**config.mk**
```make
export PLATFORM = sky130hd
export DESIGN_NAME = axis_packet_arbiter
export DESIGN_NICKNAME = d
export VERILOG_FILES = /design/src/rtl/axis_arb_pkg.sv /design/src/rtl/rr_arbiter.sv /design/src/rtl/axis_packet_arbiter.sv
export SDC_FILE = /design/constraint.sdc
export NUM_CORES = 1
export LEC_CHECK = 0
export CAP_MARGIN = 10
export CELL_PAD_IN_SITES_DETAIL_PLACEMENT = 1
export CELL_PAD_IN_SITES_GLOBAL_PLACEMENT = 2
export CORE_ASPECT_RATIO = 0.8
export CORE_UTILIZATION = 15
export DETAILED_ROUTE_END_ITERATION = 7
export MAX_ROUTING_LAYER = met4
export PLACE_DENSITY_LB_ADDON = 0.1
export SLEW_MARGIN = 20
export SYNTH_ARGS = -nofsm -noshare
export SYNTH_HDL_FRONTEND = slang
export SYNTH_SLANG_ARGS = --single-unit
```
**constraint.sdc**
```tcl
create_clock -name clk -period 1.55 [get_ports clk]
set_input_delay 0.31 -clock clk [delete_from_list [all_inputs] [get_ports clk]]
set_output_delay 0.31 -clock clk [all_outputs]
set_load 0.05 [all_outputs]
```
**src/rtl/axis_arb_pkg.sv**
```systemverilog
// Shared types and helpers for the AXI-stream packet arbiter family.
// FSM state encoding and the source-index width calculation.
package axis_arb_pkg;

  typedef enum logic {
    IDLE = 1'b0,
    PASS = 1'b1
  } arb_state_e;

  // Index width for a given input count; never collapses to zero bits.
  function automatic int calc_src_bits(input int num_inputs);
    if (num_inputs <= 1) return 1;
    return $clog2(num_inputs);
  endfunction

endpackage

```
**src/rtl/rr_arbiter.sv**
```systemverilog
// Combinational round-robin arbiter: first requester at or after last_grant+1.
// Returns the winner as index and one-hot, plus an any-request flag.
module rr_arbiter #(
  parameter int N     = 2,
  parameter int IDX_W = 1
) (
  input  logic [N-1:0]     i_req,
  input  logic [IDX_W-1:0] i_last_grant,
  output logic [N-1:0]     o_grant_oh,
  output logic [IDX_W-1:0] o_grant_idx,
  output logic             o_any
);

  logic [2*N-1:0] w_req2;
  logic [2*N-1:0] w_rot;
  logic [N-1:0]   w_rot_n;
  logic [IDX_W:0] w_shift;
  logic [IDX_W:0] w_off;
  logic [IDX_W+1:0] w_sum;

  // Rotating a doubled request vector puts the highest-priority requester at bit 0.
  assign w_req2  = {i_req, i_req};
  assign w_shift = {1'b0, i_last_grant} + (IDX_W+1)'(1);
  assign w_rot   = w_req2 >> w_shift;
  assign w_rot_n = w_rot[N-1:0];
  assign o_any   = |i_req;

  always_comb begin
    w_off = '0;
    for (int i = N - 1; i >= 0; i--) begin
      if (w_rot_n[i]) w_off = (IDX_W+1)'(i);
    end
    w_sum = {1'b0, w_shift} + {1'b0, w_off};
    if (w_sum >= (IDX_W+2)'(N)) w_sum = w_sum - (IDX_W+2)'(N);
    o_grant_idx = w_sum[IDX_W-1:0];
    o_grant_oh  = '0;
    o_grant_oh[o_grant_idx] = o_any;
  end

endmodule

```
**src/rtl/axis_packet_arbiter.sv**
```systemverilog
// Packet-granular round-robin arbiter sharing one AXI stream between NUM_INPUTS sources.
// Optional axis_o_src tag output enabled by AXIS_PACKET_ARBITER_SRC_TAG_EN.
module axis_packet_arbiter
  import axis_arb_pkg::*;
#(
  parameter int NUM_INPUTS     = 2,
  parameter int AXIS_BYTES     = 1,
  parameter int AXIS_USER_BITS = 1,
  localparam int SRC_BITS      = calc_src_bits(NUM_INPUTS)
) (
  input  logic                                 clk,
  input  logic                                 aresetn,
  input  logic [NUM_INPUTS-1:0]                axis_i_tvalid,
  output logic [NUM_INPUTS-1:0]                axis_i_tready,
  input  logic [NUM_INPUTS*AXIS_BYTES*8-1:0]   axis_i_tdata,
  input  logic [NUM_INPUTS*AXIS_BYTES-1:0]     axis_i_tkeep,
  input  logic [NUM_INPUTS-1:0]                axis_i_tlast,
  input  logic [NUM_INPUTS*AXIS_USER_BITS-1:0] axis_i_tuser,
  output logic                                 axis_o_tvalid,
  input  logic                                 axis_o_tready,
  output logic [AXIS_BYTES*8-1:0]              axis_o_tdata,
  output logic [AXIS_BYTES-1:0]                axis_o_tkeep,
  output logic                                 axis_o_tlast,
  output logic [AXIS_USER_BITS-1:0]            axis_o_tuser
`ifdef AXIS_PACKET_ARBITER_SRC_TAG_EN
  ,
  output logic [SRC_BITS-1:0]                  axis_o_src
`endif
);

  localparam int DATA_W = AXIS_BYTES * 8;

  arb_state_e            r_state;
  logic [SRC_BITS-1:0]   r_grant;
  logic [SRC_BITS-1:0]   r_last_grant;
  logic [NUM_INPUTS-1:0] r_grant_oh;

  logic [NUM_INPUTS-1:0] w_win_oh;
  logic [SRC_BITS-1:0]   w_win_idx;
  logic                  w_win_any;
  logic                  w_pkt_done;

  rr_arbiter #(
    .N     (NUM_INPUTS),
    .IDX_W (SRC_BITS)
  ) u_rr (
    .i_req        (axis_i_tvalid),
    .i_last_grant (r_last_grant),
    .o_grant_oh   (w_win_oh),
    .o_grant_idx  (w_win_idx),
    .o_any        (w_win_any)
  );

  assign w_pkt_done = (r_state == PASS) && axis_o_tvalid && axis_o_tready && axis_o_tlast;

  // Grant is only re-evaluated in IDLE, so a packet can never be interleaved.
  always_ff @(posedge clk or negedge aresetn) begin
    if (!aresetn) begin
      r_state      <= IDLE;
      r_grant      <= '0;
      r_grant_oh   <= '0;
      r_last_grant <= SRC_BITS'(NUM_INPUTS - 1);
    end else begin
      unique case (r_state)
        IDLE: begin
          if (w_win_any) begin
            r_state    <= PASS;
            r_grant    <= w_win_idx;
            r_grant_oh <= w_win_oh;
          end
        end
        PASS: begin
          if (w_pkt_done) begin
            r_state      <= IDLE;
            r_last_grant <= r_grant;
          end
        end
        default: r_state <= IDLE;
      endcase
    end
  end

  // Pure mux datapath: no register between granted input and output.
  always_comb begin
    axis_o_tvalid = 1'b0;
    axis_o_tdata  = '0;
    axis_o_tkeep  = '0;
    axis_o_tlast  = 1'b0;
    axis_o_tuser  = '0;
    axis_i_tready = '0;
    if (r_state == PASS) begin
      axis_i_tready = r_grant_oh & {NUM_INPUTS{axis_o_tready}};
      for (int n = 0; n < NUM_INPUTS; n++) begin
        if (r_grant == SRC_BITS'(n)) begin
          axis_o_tvalid = axis_i_tvalid[n];
          axis_o_tdata  = axis_i_tdata[n*DATA_W +: DATA_W];
          axis_o_tkeep  = axis_i_tkeep[n*AXIS_BYTES +: AXIS_BYTES];
          axis_o_tlast  = axis_i_tlast[n];
          axis_o_tuser  = axis_i_tuser[n*AXIS_USER_BITS +: AXIS_USER_BITS];
        end
      end
    end
  end

`ifdef AXIS_PACKET_ARBITER_SRC_TAG_EN
  // r_grant only changes on IDLE->PASS, so it is stable per packet and holds in IDLE.
  assign axis_o_src = r_grant;
`endif

endmodule

```
* After elaboration in Yosys (flattened, before gate mapping) *
Cells that the tools add are included.

word-level totals
  logic and storage cells = 40
  input bits = 27
  output and inout bits = 14
  flip-flop bits (word level) = 5

cells by class
  muxes and demuxes = 19
  shift-type cells = 1
  add/subtract/negate cells = 3
  bitwise gates (word level) = 3
  $lt $le $gt $ge = 3
  reduce and logical (&&, ||, !) cells = 7

operators by type and width
  kind                   count
  $mux W8                2
  $mux W1                14
  $and A2 B2 Y2          2
  $logic_and A1 B1 Y1    4
  $reduce_and A2 Y1      2
  $shr A4 B2 Y2          1
  $add A2 B1 Y3          1
  $ge A3 B2 Y1 const B   1
  $add A1 B1 Y2 const B  1
  $lt A1 B2 Y1 const B   1
  $mux W2                1
  $pmux W1 S2            1
  $reduce_or A2 Y1       1
  $demux W1 S1           1
  $ge A1 B1 Y1 const B   1
  $not A1 Y1             1
  $sub A1 B1 Y1 const B  1

* Logic depth before layout (Yosys ltp) *
Gate-level depths: netlist (run 1).

  depth after elaboration = 12
  gate-level depth with buffers = 4

* Modules after synthesis *
From an unflattened synthesis (run 1), not the netlist that was laid out.

second synthesis, totals
  cells, all modules = 47
  area, all modules = 462.9 um^2

modules (own cells, without submodules)
  module               cells an instance  times used  area each (um^2)
  axis_packet_arbiter  41                 1           425.4
  rr_arbiter           6                  1           37.5

* Least setup slack after synthesis (run 1) *
No wires, ideal clock.

  path kind = reg2out
  from = reg r_grant
  to = out axis_o_tdata[0]
  data required time = 1240 ps
  slack = -187 ps
  cell stages (with the launch flop) = 5
  path buffers = 2
  data arrival time = 1427 ps
  cell sequence = dfrtp_1 -> buf_6 -> buf_12 -> mux2i_1 -> nor2b_1

between the ends
  word-level cells in the longest chain between the ends = 2

RTL lines
  item                    RTL line                   source
  from (decl)             axis_packet_arbiter.sv:34  logic [SRC_BITS-1:0] r_grant;
  from (signal assigned)  axis_packet_arbiter.sv:68  r_grant <= w_win_idx;
  $mux W8                 axis_packet_arbiter.sv:94  if (r_grant == SRC_BITS'(n)) begin
  $mux W8                 axis_packet_arbiter.sv:91  if (r_state == PASS) begin
  to (decl)               axis_packet_arbiter.sv:21  output logic [AXIS_BYTES*8-1:0] axis_o_tdata,

Every way passes these cells.

* Final worst setup path (run 1) *
  from = reg r_grant
  to = out axis_o_tdata[1]

Same word-level chain as after synthesis.

==> impl_metrics.csv, run 1 <==
group,metric,value,unit
placed_design,place_congestion,0.6341,
synth,synthCells,51,
clock_tree,clk_pin_slew,40,ps
critical_path,end_kind,"primary output",
critical_path,slowest_delay,470,ps
placed_design,dp.final_hpwl,1.384,mm
floorplanning,fp.dieArea,3305,um^2
placed_design,place_area,1127,um^2
status,status,"complete, but fails checks",
synth,syn_area,461.7,um^2
worst_hold_path,hp-class,"primary input to async pin",
critical_path,cpMaxStageDelayCell,"dfrtp_2",
synth,synthFlopType,"dfrtp_1",
synth,synth_nets,78,
critical_path,setup.worst_path.start_class,"flip-flop",
synth,ys_ff_latch,5,
layout,final_core_util,0.4311,
layout,multiInputGateArea,342.8,um^2
placed_design,dp_cells,137,
placed_design,io_buffers,40,
sta,relSlewSlack,0.8420,
layout,fin_area,1229,um^2
sta,slew_violations,0,
critical_path,required,1240,ps
layout,nFillCells,338,
route,dr_wl_met3,139,um
route,ant_nets,0,
route,num_vias,563,
synth,async_flop_share,1.000,
global_routing,grt.total_usage,0.1083,
floorplanning,core_area,2850,um^2
critical_path,critPathArrivalTime,1330,ps
critical_path,criticalPathCategory,"flip-flop to primary output",
clock_tree,clkSinkCount,5,
route,dr.pass1.iters,2,
sta,fmax,0.6084,GHz
layout,drive_above_1_share,0.4906,
route,highest_layer,"met3",
route,vias_per_cell,3.910,
route,route.met2.wl,894,um
route,wl_per_cell,11.66,um
route,totalWireLength,1.679,mm
clock_tree,clk_latency,220,ps
status,violations,"setup timing",
layout,instances_no_fill,144,
critical_path,cpLargestDelayFamily,"flip-flops",
sta,setup_ws,-93.72,ps
layout,fin_nets,134,
synth,ys_types,21,
route,drc,0,
pwr,ir_drop,695.5,uV
synth,synth_edf_count,0,
floorplanning,die_width,64.03,um
floorplanning,row_count,17,
floorplanning,num_io_pins,41,
critical_path,crit_buf_inv,2,
sta,worstMarginPinSlew,236.3,ps
clock_tree,htree_levels,1,
global_routing,antenna_found_initial,0,
clock_tree,ctsHoldBuffers,0,
layout,regArea,128.9,um^2
floorplanning,start_util,0.1620,
sta,hold_violations,0,
pwr,power_density,1943,nW/um^2
clock_tree,cts_buffers,3,
layout,synthToLayoutAreaGrowth,166.1,%
sta,finalSetupViolCount,10,
flow_run,cap_violations,0,
global_routing,grt_pass1_wl,2.656,mm
clock_tree,cts_tree,"done",
synth,yosysWarnings,0,
route,wl_met1,645,um
global_routing,grt_pass1_vias,595,
sta,hold_slack,317.4,ps
critical_path,crit_chain,"buf_6, mux2i_1, nor2b_2, buf_12",
route,drt_iter0_drc,4,
clock_tree,clk_path_buf_depth,2,
layout,insertedDiodeCount,0,
sta,period_share,1.060,
sta,fin_worst_skew,0.8161,ps
synth,syn_avg_cell_area,9.053,um^2
clock_tree,root_buffer,"clkbuf_8",
synth,ys_seq_area_frac,0.2737,
global_routing,grt_max_degree,13,
floorplanning,die-height,51.62,um
sta,rsz0062_at_grt,"yes",
sta,fin_crit,1644,ps
pwr,p_leak,0.0005606,uW
global_routing,grt_overflow,0,
critical_path,critical_path_peak_fanout,7,
[layer usage]
| layer | global-route usage | vias to the layer above |
|---|---|---|
| met5 | - | - |
| li1 | - | 281 |
| met1 | 0.1176 | 260 |
| met4 | 0.04545 | 0 |
| met3 | 0.03289 | 0 |
| met2 | 0.1862 | 22 |
[through the flow]
step / power (uW) / TNS, ps / worst slack [ps]
global route: 2508 / -1214 / -164.7
detailed placement: 2048 / -158.2 / -139.5
finish: 2387 / -629.7 / -93.72
global placement: 2039 / -109.5 / -109.5
floorplan: 1226 / 0 / 50.91
CTS: 2375 / -735.0 / -89.38
[what timing repair did]
action | in CTS | in global routing
endpoints found under the setup margin | 13 | 13
cloned | 0 | 0
resized for setup | 9 | 5
buffers inserted | 2 | 1
pin swaps | 0 | 1
[cell usage after synthesis, types with 4 or more instances]
master / number / area, um^2
mux2i_1: 11 / 110.1
nor2_1: 5 / 18.77
dfrtp_1: 4 / 100.1
nor2b_1: 14 / 87.58
[worst reg2reg max path, stage by stage, from the launching register on]
cell and delay [ps]:
dfrtp_2 470, nor2b_4 60, a21o_1 160, buf_4 120, buf_4 120, buf_4 120
a31oi_1 160
[path summary, 6_finish.rpt]
check	from	endpoint	slack, ps	cells after the start
max in group asynchronous	aresetn	r_last_grant$_DFFE_PN1P_	980	1
hold / removal	aresetn	r_grant_oh[1]$_DFFE_PN0P_	320	1
min in group clk	r_last_grant$_DFFE_PN1P_	r_last_grant$_DFFE_PN1P_	490	1
setup / recovery	r_grant$_DFFE_PN0P_	axis_o_tdata[1]	-90	4
setup reg to reg	r_grant$_DFFE_PN0P_	r_state$_DFF_PN0_	250	6
hold reg to reg	r_last_grant$_DFFE_PN1P_	r_last_grant$_DFFE_PN1P_	490	1
[sequential cells by signal, indices dropped and copies added, names as in the netlist]
| signal | count |
|---|---|
| r_last_grant | 1 |
| r_state | 1 |
| r_grant | 1 |
| r_grant_oh | 2 |
[placed cells by master, fill, tap and decap left out, types with 2 or more instances in the layout]
| cell | count |
|---|---|
| clkdlybuf4s50_1 | 23 |
| nor2b_2 | 11 |
| nor2b_1 | 2 |
| nor2_1 | 4 |
| buf_6 | 2 |
| mux2i_1 | 10 |
| buf_4 | 13 |
| clkbuf_8 | 3 |
| dfrtp_1 | 2 |
| dfrtp_2 | 2 |
| dlygate4sd2_1 | 2 |
| buf_12 | 14 |
[cells by family after synthesis]
| kind of cell | Yosys count | synth area share |
|---|---|---|
| AO/OA/AOI/OAI | 4 | 0.06506 |
| flip-flops | 5 | 0.2737 |
| multiplexers | 11 | 0.2385 |
| AND/OR/NAND/NOR | 26 | 0.3279 |
| buffers and inverters | 5 | 0.09482 |
[power breakdown]
part / switching (uW) / internal [uW] / leakage [uW]
registers: 86.3 / 204 / 0.0000533
logic: 888 / 968 / 0.000485
clock network: 63.9 / 177 / 0.0000228
total: 1040 / 1350 / 0.000561
[final cells by class]
type | instances | area share
multi-input cells | 41 | 0.2790
repair buffers | 55 | 0.5377
well taps | 38 | 0.03870
clock buffers | 4 | 0.03666
flip-flops and latches | 5 | 0.1049
inverters | 1 | 0.003055
No activity file was read; power rests on OpenSTA's default activity.
==> inputs of run 2 (changes only) <==
- SLEW_MARGIN: 20 -> 5
==> results of run 2 <==
No change in the layout: final DEF, timing and power equal those of run 1.
